===== config.mk =====
export PLATFORM = sky130hd
export DESIGN_NAME = a2d_with_pots
export DESIGN_NICKNAME = d
export VERILOG_FILES = /design/src/rtl/a2d_with_pots.sv
export SDC_FILE = /design/constraint.sdc
export NUM_CORES = 1
export LEC_CHECK = 0
export ABC_AREA = 1
export ABC_CLOCK_PERIOD_IN_PS = 2000
export CORE_MARGIN = 2
export CORE_UTILIZATION = 45
export CTS_CLUSTER_SIZE = 30
export DETAILED_ROUTE_END_ITERATION = 10
export DONT_BUFFER_PORTS = 1
export HOLD_SLACK_MARGIN = 0.12
export PLACE_DENSITY = 0.67
export SYNTH_ARGS = -nofsm -noshare
export SYNTH_HDL_FRONTEND = slang
export SYNTH_SLANG_ARGS = --single-unit

===== constraint.sdc =====
create_clock -name clk -period 2 [get_ports clk]
set_clock_uncertainty 0.1 [all_clocks]
set_input_delay 0.4 -clock clk [delete_from_list [all_inputs] [get_ports clk]]
set_output_delay 0.4 -clock clk [all_outputs]
set_load 0.005 [all_outputs]

===== src/rtl/a2d_with_pots.sv =====
// a2d_with_pots: SPI-slave model of an 8-channel, 12-bit A2D converter whose
// inputs are slide potentiometers. The master sends a channel command in one
// 16-bit mode-0 frame and reads the converted value in the next frame.
//
// Ports:
//   clk, rst             system clock, synchronous active-high reset
//   SS_n, SCLK, MOSI     asynchronous SPI inputs (synchronized internally)
//   MISO                 result bits, MSB first, zero padded to 16 bits
//   LP,B1,B2,B3,HP,VOL   parallel pot values (DATA_W bits each)
//   chnl                 channel of the last accepted command
//   frm_done             one-clk pulse when a valid frame closes
//
// Optional build macro A2D_NOISE_EN: a 16-bit LFSR (taps 16,15,13,4, seed
// 0xACE1) perturbs result bits [1:0]; it advances once per valid frame.
module a2d_with_pots #(
   parameter int unsigned DATA_W      = 12,
   parameter int unsigned SYNC_STAGES = 2
) (
   input  logic              clk,
   input  logic              rst,
   input  logic              SS_n,
   input  logic              SCLK,
   input  logic              MOSI,
   output logic              MISO,
   input  logic [DATA_W-1:0] LP,
   input  logic [DATA_W-1:0] B1,
   input  logic [DATA_W-1:0] B2,
   input  logic [DATA_W-1:0] B3,
   input  logic [DATA_W-1:0] HP,
   input  logic [DATA_W-1:0] VOL,
   output logic [2:0]        chnl,
   output logic              frm_done
);

   typedef enum logic {IDLE, SHIFT} state_t;

   state_t state, state_next;

   logic [SYNC_STAGES-1:0] ss_sync, sclk_sync, mosi_sync;
   logic                   ss_prev, sclk_prev;
   logic                   ss_s, sclk_s, mosi_s;
   logic                   ss_fall, ss_rise, sclk_rise, sclk_fall;

   logic [15:0]       rx, tx, tx_load;
   logic [4:0]        cnt;
   logic [DATA_W-1:0] result, pot_sel, result_next;
   logic              frame_ok;

   // Synchronizers plus one extra flop per control line for edge detection.
   always_ff @(posedge clk) begin
      if (rst) begin
         ss_sync   <= '1;
         sclk_sync <= '0;
         mosi_sync <= '0;
         ss_prev   <= 1'b1;
         sclk_prev <= 1'b0;
      end else begin
         ss_sync   <= {ss_sync[SYNC_STAGES-2:0], SS_n};
         sclk_sync <= {sclk_sync[SYNC_STAGES-2:0], SCLK};
         mosi_sync <= {mosi_sync[SYNC_STAGES-2:0], MOSI};
         ss_prev   <= ss_s;
         sclk_prev <= sclk_s;
      end
   end

   assign ss_s      = ss_sync[SYNC_STAGES-1];
   assign sclk_s    = sclk_sync[SYNC_STAGES-1];
   assign mosi_s    = mosi_sync[SYNC_STAGES-1];
   assign ss_fall   = ss_prev & ~ss_s;
   assign ss_rise   = ~ss_prev & ss_s;
   assign sclk_rise = ~sclk_prev & sclk_s;
   assign sclk_fall = sclk_prev & ~sclk_s;

   assign tx_load  = 16'(result);
   assign frame_ok = (cnt == 5'd16) && (rx[15:14] == 2'b00);

   always_comb begin
      pot_sel = '0;
      case (rx[13:11])
         3'd0:    pot_sel = B1;
         3'd1:    pot_sel = LP;
         3'd2:    pot_sel = B3;
         3'd3:    pot_sel = HP;
         3'd4:    pot_sel = B2;
         3'd7:    pot_sel = VOL;
         default: pot_sel = '0;
      endcase
   end

`ifdef A2D_NOISE_EN
   logic [15:0] lfsr;

   always_ff @(posedge clk) begin
      if (rst) begin
         lfsr <= 16'hACE1;
      end else if (state == SHIFT && ss_rise && frame_ok) begin
         lfsr <= {lfsr[14:0], lfsr[15] ^ lfsr[14] ^ lfsr[12] ^ lfsr[3]};
      end
   end

   always_comb begin
      result_next      = pot_sel;
      result_next[1:0] = pot_sel[1:0] ^ lfsr[1:0];
   end
`else
   always_comb begin
      result_next = pot_sel;
   end
`endif

   always_ff @(posedge clk) begin
      if (rst) state <= IDLE;
      else     state <= state_next;
   end

   always_comb begin
      state_next = state;
      case (state)
         IDLE:    if (ss_fall) state_next = SHIFT;
         SHIFT:   if (ss_rise) state_next = IDLE;
         default: state_next = IDLE;
      endcase
   end

   always_ff @(posedge clk) begin
      if (rst) begin
         MISO     <= 1'b0;
         chnl     <= 3'd0;
         frm_done <= 1'b0;
         result   <= '0;
         cnt      <= 5'd0;
         rx       <= '0;
         tx       <= '0;
      end else begin
         frm_done <= 1'b0;
         case (state)
            IDLE: begin
               MISO <= 1'b0;
               if (ss_fall) begin
                  tx   <= tx_load;
                  cnt  <= 5'd0;
                  MISO <= tx_load[15];
               end
            end
            SHIFT: begin
               if (ss_rise) begin
                  MISO <= 1'b0;
                  if (frame_ok) begin
                     chnl     <= rx[13:11];
                     result   <= result_next;
                     frm_done <= 1'b1;
                  end
               end else begin
                  if (sclk_rise) begin
                     rx <= {rx[14:0], mosi_s};
                     if (cnt != 5'd31) cnt <= cnt + 5'd1;
                  end
                  if (sclk_fall) begin
                     tx   <= {tx[14:0], 1'b0};
                     MISO <= tx[14];
                  end
               end
            end
            default: MISO <= 1'b0;
         endcase
      end
   end

endmodule


After elaboration in Yosys (flattened, before gate mapping)
Cells that the tools add are included.
Storage, ports and cells
  word-level logic and storage cells: 62
  bits in registers: 62
Operators by class
  multiplexer cells: 17
  reduce and logical (&&, ||, !) cells: 8
  equal/unequal tests: 13
  bitwise gates (word level): 10
  add/subtract/negate cells: 1
Operators by type and width (number)
  one-hot mux 12 bit (6 select lines): 1
  two-way mux 15 bit: 3
  one-hot mux 15 bit (2 select lines): 1
  two-way mux 5 bit: 4
  one-hot mux 5 bit (2 select lines): 1
  AND reduction 3 bit: 3
  == test 3 x 2 -> 1 bit, second input constant: 2
  == test 3 bit, second input constant: 2
  != test 2 x 1 -> 1 bit, second input constant: 3
  inverter 1 bit: 6
  adder 5 x 1 -> 5 bit, second input constant: 1
  == test 5 bit, second input constant: 1
  two-way mux 1 bit: 5
  != test 5 bit, second input constant: 1
  bitwise AND 1 bit: 4
  != test 2 bit, second input constant: 2
  one-hot mux 1 bit (2 select lines): 2
  AND reduction 4 bit: 1
  == test 3 x 1 -> 1 bit, second input constant: 1
  zero test 3 bit: 1
  != test 3 x 1 -> 1 bit, second input constant: 1
  OR reduction 3 bit: 1
  zero test 2 bit: 1
  logical AND 1 bit: 1

Logic depth before layout (Yosys ltp)
Gate-level depths: netlist of the first run.
  depth in word-level cells: 5
  mapped depth: 11
  depth with buffers taken out: 11

Least setup slack after synthesis of the first run
Ideal clock, no wire load.
  kind: register to register
  start point: reg cnt[0]
  end point: reg cnt[3]
  slack: 0.497 ns
  period minus slack after synthesis: 1.503 ns
  setup time: 0.112 ns
  cell stages (with the launch flop): 11
  arrival time: 1.290 ns
  path through: dfxtp_1 > ha_1 > inv_1 > nor3_1 > ha_1 > o21ai_0 > nand2_1 > inv_2 > nand3_1 > nand2_1 > nor2_1
On the way
  word-level cells in the longest chain between the ends: 5
RTL lines
  start, declared: RTL line 45  | logic [4:0] cnt;
  start signal, assigned: RTL line 156  | if (cnt != 5'd31) cnt <= cnt + 5'd1;
  adder 5 x 1 -> 5 bit: RTL line 156
  two-way mux 5 bit: RTL line 156
  two-way mux 5 bit: RTL line 154  | if (sclk_rise) begin
  two-way mux 5 bit: RTL line 146  | if (ss_rise) begin
  one-hot mux 5 bit (2 select lines): RTL line 136  | case (state)
Parallel ways exist; a longest one is shown, timed or not. The select of a mux whose other input is x is not followed.
A chain may end at the register's enable or synchronous reset.

Worst setup path after layout of the first run
  start point: reg rx[12]
  end point: reg result[5]
On the way
  word-level cells in the longest chain between the ends: 2
RTL lines
  start, declared: RTL line 44  | logic [15:0] rx, tx, tx_load;
  start signal, assigned: RTL line 155  | rx <= {rx[14:0], mosi_s};
  == test 3 bit (tied with other cells): RTL line 79  | case (rx[13:11])
  one-hot mux 12 bit (6 select lines) *: RTL line 79
  end signal, assigned: RTL line 150  | result <= result_next;
  end, declared: RTL line 46  | logic [DATA_W-1:0] result, pot_sel, result_next;
Every way passes the cells marked *; elsewhere a longest branch is shown, timed or not.

==> flow_summary.ini, run 1 <==
[synthesis]
avgSynthCellArea_um2 = 6.44
yosysWarnings = 0
ys_ff_latch = 62
ys_top_cells_by_area = dfxtp_1 (40%), nand2_1 (16%), nor2_1 (10%)
async_reset_ff_share_pct = 0
synth.most_common_cell = nand2_1
syn_inst = 487
yosysSeqAreaShare_pct = 39.6
synth_edf_count = 0
synth_fp_nets = 567
synth_area_leader_cell = dfxtp_1
ys.flop_type = dfxtp_1
synth_area_um2 = 3140
netlist_top_cells_count = nand2_1 (136), nor2_1 (84), dfxtp_1 (62)
ys_types = 22
synth.top_cell.area_share_pct = 39.6

[floorplanning]
die_height_um = 87.5
num_rows = 30
core_um2 = 6760
die_x_um = 87.5
io_pins = 82
dieArea_um2 = 7650
start_util_pct = 46.4

[grt]
antenna_found_initial = 0
grt_pass1_wl_um = 12800
grt_usage_pct = 21.3
grt_max_degree = 28
grt_pass1_vias = 2942
gr-total-overflow = 0

[timing]
timing.setup.tns_ps = 0
rsz0062_at_grt = no
fmax_mhz = 552
final_hold_viol_count = 0
fin_hold_ws_ps = 266
slew_viol_final = 0
relSlewSlack_pct = 31.8
tightest_slew_ps = 1020
fin_crit_sh_pct = 90.6
setup_violations = 0
fin_crit_ps = 1810

[place]
finalWeightedCongestion = 0.809
portBuffers = 0
dp.cells = 552
place_hpwl_um = 5420

[finish]
drive_gt1_share_pct = 9.55
nFillCells = 709
nets = 567
synthToLayoutAreaGrowth_pct = 10.1
antennaDiodeCount = 0
layoutNonFillerInstCount = 572

[critical_path]
worstSetupPathType = flop to flop
cp_data_arrival_time_ps = 1880
crit_slowest_cell = dfxtp_1
crit_path_frequent_cell = nand2_1
worstPathRequired_ps = 2070
max_stage_delay_ps = 690
cp_num_buf_inv = 2
cp_max_fo = 15
cp-start-kind = flop
worst_setup_path_end_kind = flop
crit_family = flip-flops
crit_chain = inv_1, nand3_1, o21ai_0, inv_2, nand2_1, nand2_1, a21oi_1

[clock_tree]
path_clk_slew_ps = 60
clkLatencyLatePin_ps = 330
cts_sinks = 62
cts_tree = yes
cts_resized = 0
cts_max_path_buffers = 2
htreeDepth = 3
cts_made_buffers = 9
cts_root_buf = clkbuf_8
post-cts-setup-buffer-count = 0

[routing]
drt-total-wl_um = 7680
drtAntennaViolNets = 0
drc = 0
num_vias = 3055
drt-initial-drc-count = 240
routedWlPerCell_um = 13.4
dr.pass1.iters = 4
routed_via_density = 5.34

[pwr]
ir_drop_uv = 487
powerDensity_nw_per_um2 = 790
cellLeakagePower_nw = 1.62

[min_path]
hold_class = input pin to flop

[run_status]
outcome = finished clean

[flow_run]
maxCapViolCount = 0
-- timing repair --
| action | in CTS | in global routing |
|---|---|---|
| endpoints found under the hold margin | 27 | 0 |
| hold buffers | 4 | 0 |
| endpoints found under the setup margin | 0 | 0 |
-- area by class of cell --
class | count | area [um2] | share of cell area (%)
multi-input cells | 360 | 1610 | 46.6
inverters | 38 | 143 | 4.13
well taps | 80 | 100 | 2.90
clock inverters | 4 | 95.1 | 2.75
repair buffers | 16 | 130 | 3.77
clock buffers | 12 | 135 | 3.91
flip-flops and latches | 62 | 1240 | 35.9
-- power breakdown --
group	total (W)	internal (W)	switching, W
Clock	0.00129	0.000828	0.000460
Sequential	0.00128	0.00126	0.0000179
Combinational	0.000161	0.0000561	0.000105
Total	0.00273	0.00215	0.000583
-- stage by stage --
stage / power [W] / utilization [%] / setup WS, ps / instance area (um2)
after detailed placement: 0.00145 / 47.1 / 291 / 3180
after floorplan: 0.00143 / - / 497 / 3140
after global placement: 0.00145 / 47.1 / 366 / 3180
final: 0.00273 / 51.1 / 188 / 3450
after global routing: 0.00284 / 51.1 / 0.233 / 3450
after CTS: 0.00276 / 51.1 / 228 / 3450
-- worst paths after layout --
| path | from | to | slack [ps] | cells past startpoint |
|---|---|---|---|---|
| worst max-delay path | rx[12] | result[5] | 190 | 7 |
| worst min-delay path | B3[0] | result[0] | 270 | 4 |
| worst max register to register | rx[12] | result[5] | 190 | 7 |
| worst min register to register | sclk_sync[0] | sclk_sync[1] | 300 | 2 |
-- per-layer routing --
| layer | vias up | share of wire, % | track usage (%) |
|---|---|---|---|
| li1 | 1570 | - | - |
| met1 | 1359 | 43 | 24.5 |
| met2 | 113 | 47 | 36.4 |
| met3 | 13 | 7.9 | 5.88 |
| met4 | 0 | 1.9 | 10.1 |
| met5 | - | 0 | 0 |
-- kinds of logic (layout without fill, tap and decap cells) --
family / Yosys count / count (layout) / synth area share (%)
buf+inv: 65 / 70 / 9.09
flops: 62 / 62 / 39.6
compound gates: 65 / 65 / 10.7
fa+ha+maj: 3 / 3 / 1.20
simple gates: 292 / 292 / 39.4
-- worst reg2reg max path: stages, from the launching register on --
cell and delay, ps:
dfxtp_1 690, inv_1 310, nand3_1 210, o21ai_0 120
inv_2 60, nand2_1 50, nand2_1 60, a21oi_1 50
-- cell usage in the layout, fill, tap and decap left out, types with 4 or more instances in the layout --
cell / n
nor2_1: 84
nand4_1: 25
a21oi_1: 26
clkbuf_8: 9
nand2_1: 136
inv_1: 23
dfxtp_1: 62
buf_4: 12
dlygate4sd3_1: 4
inv_2: 15
o21ai_0: 36
nand3_1: 36
nor3_1: 4
-- flip-flops by register name (all words and copies together) (netlist names) --
name and flops:
rx 16, tx 15, result 12, cnt 5, chnl 3, mosi_sync 2
sclk_sync 2, ss_sync 2, MISO 1, frm_done 1, sclk_prev 1, ss_prev 1
state 1
Power figures use the tool's default switching activity.
==> inputs of run 2 (changes only) <==
--- a/config.mk
+++ b/config.mk
@@ -6,7 +6,6 @@
 export NUM_CORES = 1
 export LEC_CHECK = 0
 export ABC_AREA = 1
-export ABC_CLOCK_PERIOD_IN_PS = 2000
 export CORE_MARGIN = 2
 export CORE_UTILIZATION = 45
 export CTS_CLUSTER_SIZE = 30
@@ -14,6 +13,7 @@
 export DONT_BUFFER_PORTS = 1
 export HOLD_SLACK_MARGIN = 0.12
 export PLACE_DENSITY = 0.67
+export SETUP_SLACK_MARGIN = 0.5
 export SYNTH_ARGS = -nofsm -noshare
 export SYNTH_HDL_FRONTEND = slang
 export SYNTH_SLANG_ARGS = --single-unit
==> run 2 against run 1 <==
Final area rose by 7.2%. Count of clock-buffer cells in the layout fell by 1. Worst hold slack got worse by 250 ps. First-iteration DRC count fell by 8.3%. Largest power group is now registers. Final cell count rose by 3.7%. Critical path type unchanged. Critical path depth rose by 4. Total power fell by 9.8%. Sequential cell count did not move.
==> flow_summary.ini, run 2 (same netlist as run 1, synthesis figures left out) <==
[clock_tree]
cts_made_buffers = 9
cts_sinks = 62
htreeDepth = 3
ctsHoldBuffers = 7
cts_tree = yes
cts_root_buf = clkbuf_8
cts_max_path_buffers = 2
clkLatencyLatePin_ps = 340
path_clk_slew_ps = 70

[timing]
tightest_slew_ps = 344
fmax_mhz = 649
slew_viol_final = 0
timing.setup.tns_ps = 0
fin_crit_sh_pct = 77.1
rsz0062_at_grt = yes
setup_violations = 0
relSlewSlack_pct = 76.9
final_hold_viol_count = 0
fin_crit_ps = 1540

[grt]
grt_pass1_vias = 2840
grt_max_degree = 29
grt_pass1_wl_um = 12700
gr-total-overflow = 0
grt_usage_pct = 21.1
antenna_found_initial = 0

[finish]
antennaDiodeCount = 0
drive_gt1_share_pct = 18.1
layoutNonFillerInstCount = 593
multi_input_area_um2 = 1720
final_common_cell = nand2_1
final_cell_mix = nand2_1 (133), nor2_1 (80), dfxtp_1 (57)
largest_reg_flops = 16
nFillCells = 672
postLayoutCoreUtil_pct = 54.8
regMostFlops = rx
regArea_um2 = 1260
synthToLayoutAreaGrowth_pct = 18.1
top_regs = rx (16), tx (15), result (12)
nets = 588

[critical_path]
cp-start-kind = flop
worstPathRequired_ps = 2140
cp_data_arrival_time_ps = 1680
cp_num_buf_inv = 2
max_stage_delay_ps = 360
crit_family = simple AND/OR/NAND/NOR gates
r2r_start = cnt[1]
cp-endpoint = cnt[3]
path_depth = 11
reg2reg_to = cnt[3]
rrSetupSlack_ps = 460
worst_setup_path_end_kind = flop
r2r_cells = 11
crit_slowest_cell = dfxtp_2
worstSetupPathType = flop to flop
cp_max_fo = 6
setup.worst_path.start = cnt[1]
crit_chain = ha_4, inv_2, nor3_4, ha_2, o21ai_2, nand2_2, inv_4, nand2_2, nand2_1, nand2_1, nor2_1

[routing]
drt-initial-drc-count = 220
routedWlPerCell_um = 13.7
num_vias = 3104
routed_via_density = 5.23
dr.pass1.iters = 5
drt-total-wl_um = 8140
drtAntennaViolNets = 0
drc = 0

[floorplanning]
core_um2 = 6760
start_util_pct = 46.4
die_height_um = 87.5
num_rows = 30
dieArea_um2 = 7650
die_x_um = 87.5
io_pins = 82

[place]
dp.cells = 553
finalWeightedCongestion = 0.828
portBuffers = 0
place_hpwl_um = 5350

[run_status]
outcome = finished clean

[flow_run]
maxCapViolCount = 0

[pwr]
ir_drop_uv = 736
cellLeakagePower_nw = 1.72
powerDensity_nw_per_um2 = 664

[min_path]
hold_class = input pin to flop
whs_path_depth = 1
==> run 2: cell count changes in the layout (fill, tap and decap cells not counted), sizes merged, moves of 2 or more <==
cell         before  now
inv              38   36
clkinv            1    4
nor2             88   90
dlygate4sd3       4    7
bufinv            3    0
clkinvlp          0    3
buf              12   28
==> run 2: repair_timing <==
action	CTS	global route
setup buffers	1	13
pin swaps	4	8
resized for setup	17	29
cloned	1	2
endpoints found under the hold margin	27	21
setup endpoints to repair	23	33
==> run 2: power by group <==
part	switching (W)	total, W	internal (W)
registers	0.0000185	0.00128	0.00126
logic	0.000105	0.000175	0.0000700
clock network	0.000494	0.00101	0.000514
==> run 2: cell type report <==
class,instances,area share (%)
multi-input cells,362,46.4
flip-flops and latches,62,34.0
repair buffers,35,7.80
inverters,38,4.16
clock buffers,11,4.09
well taps,80,2.70
clock inverters,5,0.912
==> run 2: metrics by stage <==
step	setup WS (ps)	cell area, um2	hold slack [ps]	total power [W]
after CTS	511	3510	3.53	0.00248
final	458	3700	11.5	0.00246
after detailed placement	374	3190	295	0.00145
after global routing	350	3700	2.49	0.00257
after global placement	426	3190	289	0.00145
after floorplan	527	3140	288	0.00143
==> run 2: how the worst min path moves through the flow <==
stage	from	end
final	rst	cnt[4]
after global routing	rst	cnt[4]
after CTS	rst	state
after detailed placement	ss_sync[0]	ss_sync[1]
after global placement	sclk_sync[0]	sclk_sync[1]
after floorplan	mosi_sync[0]	mosi_sync[1]
==> run 2: metal layers <==
metal / vias to the layer above / track usage [%] / share of wire, %
met2: 96 / 36.2 / 48
met3: 12 / 5.88 / 6.3
li1: 1617 / - / -
met1: 1379 / 24.3 / 45
met5: - / 0 / 0
met4: 0 / 9.65 / 1.4
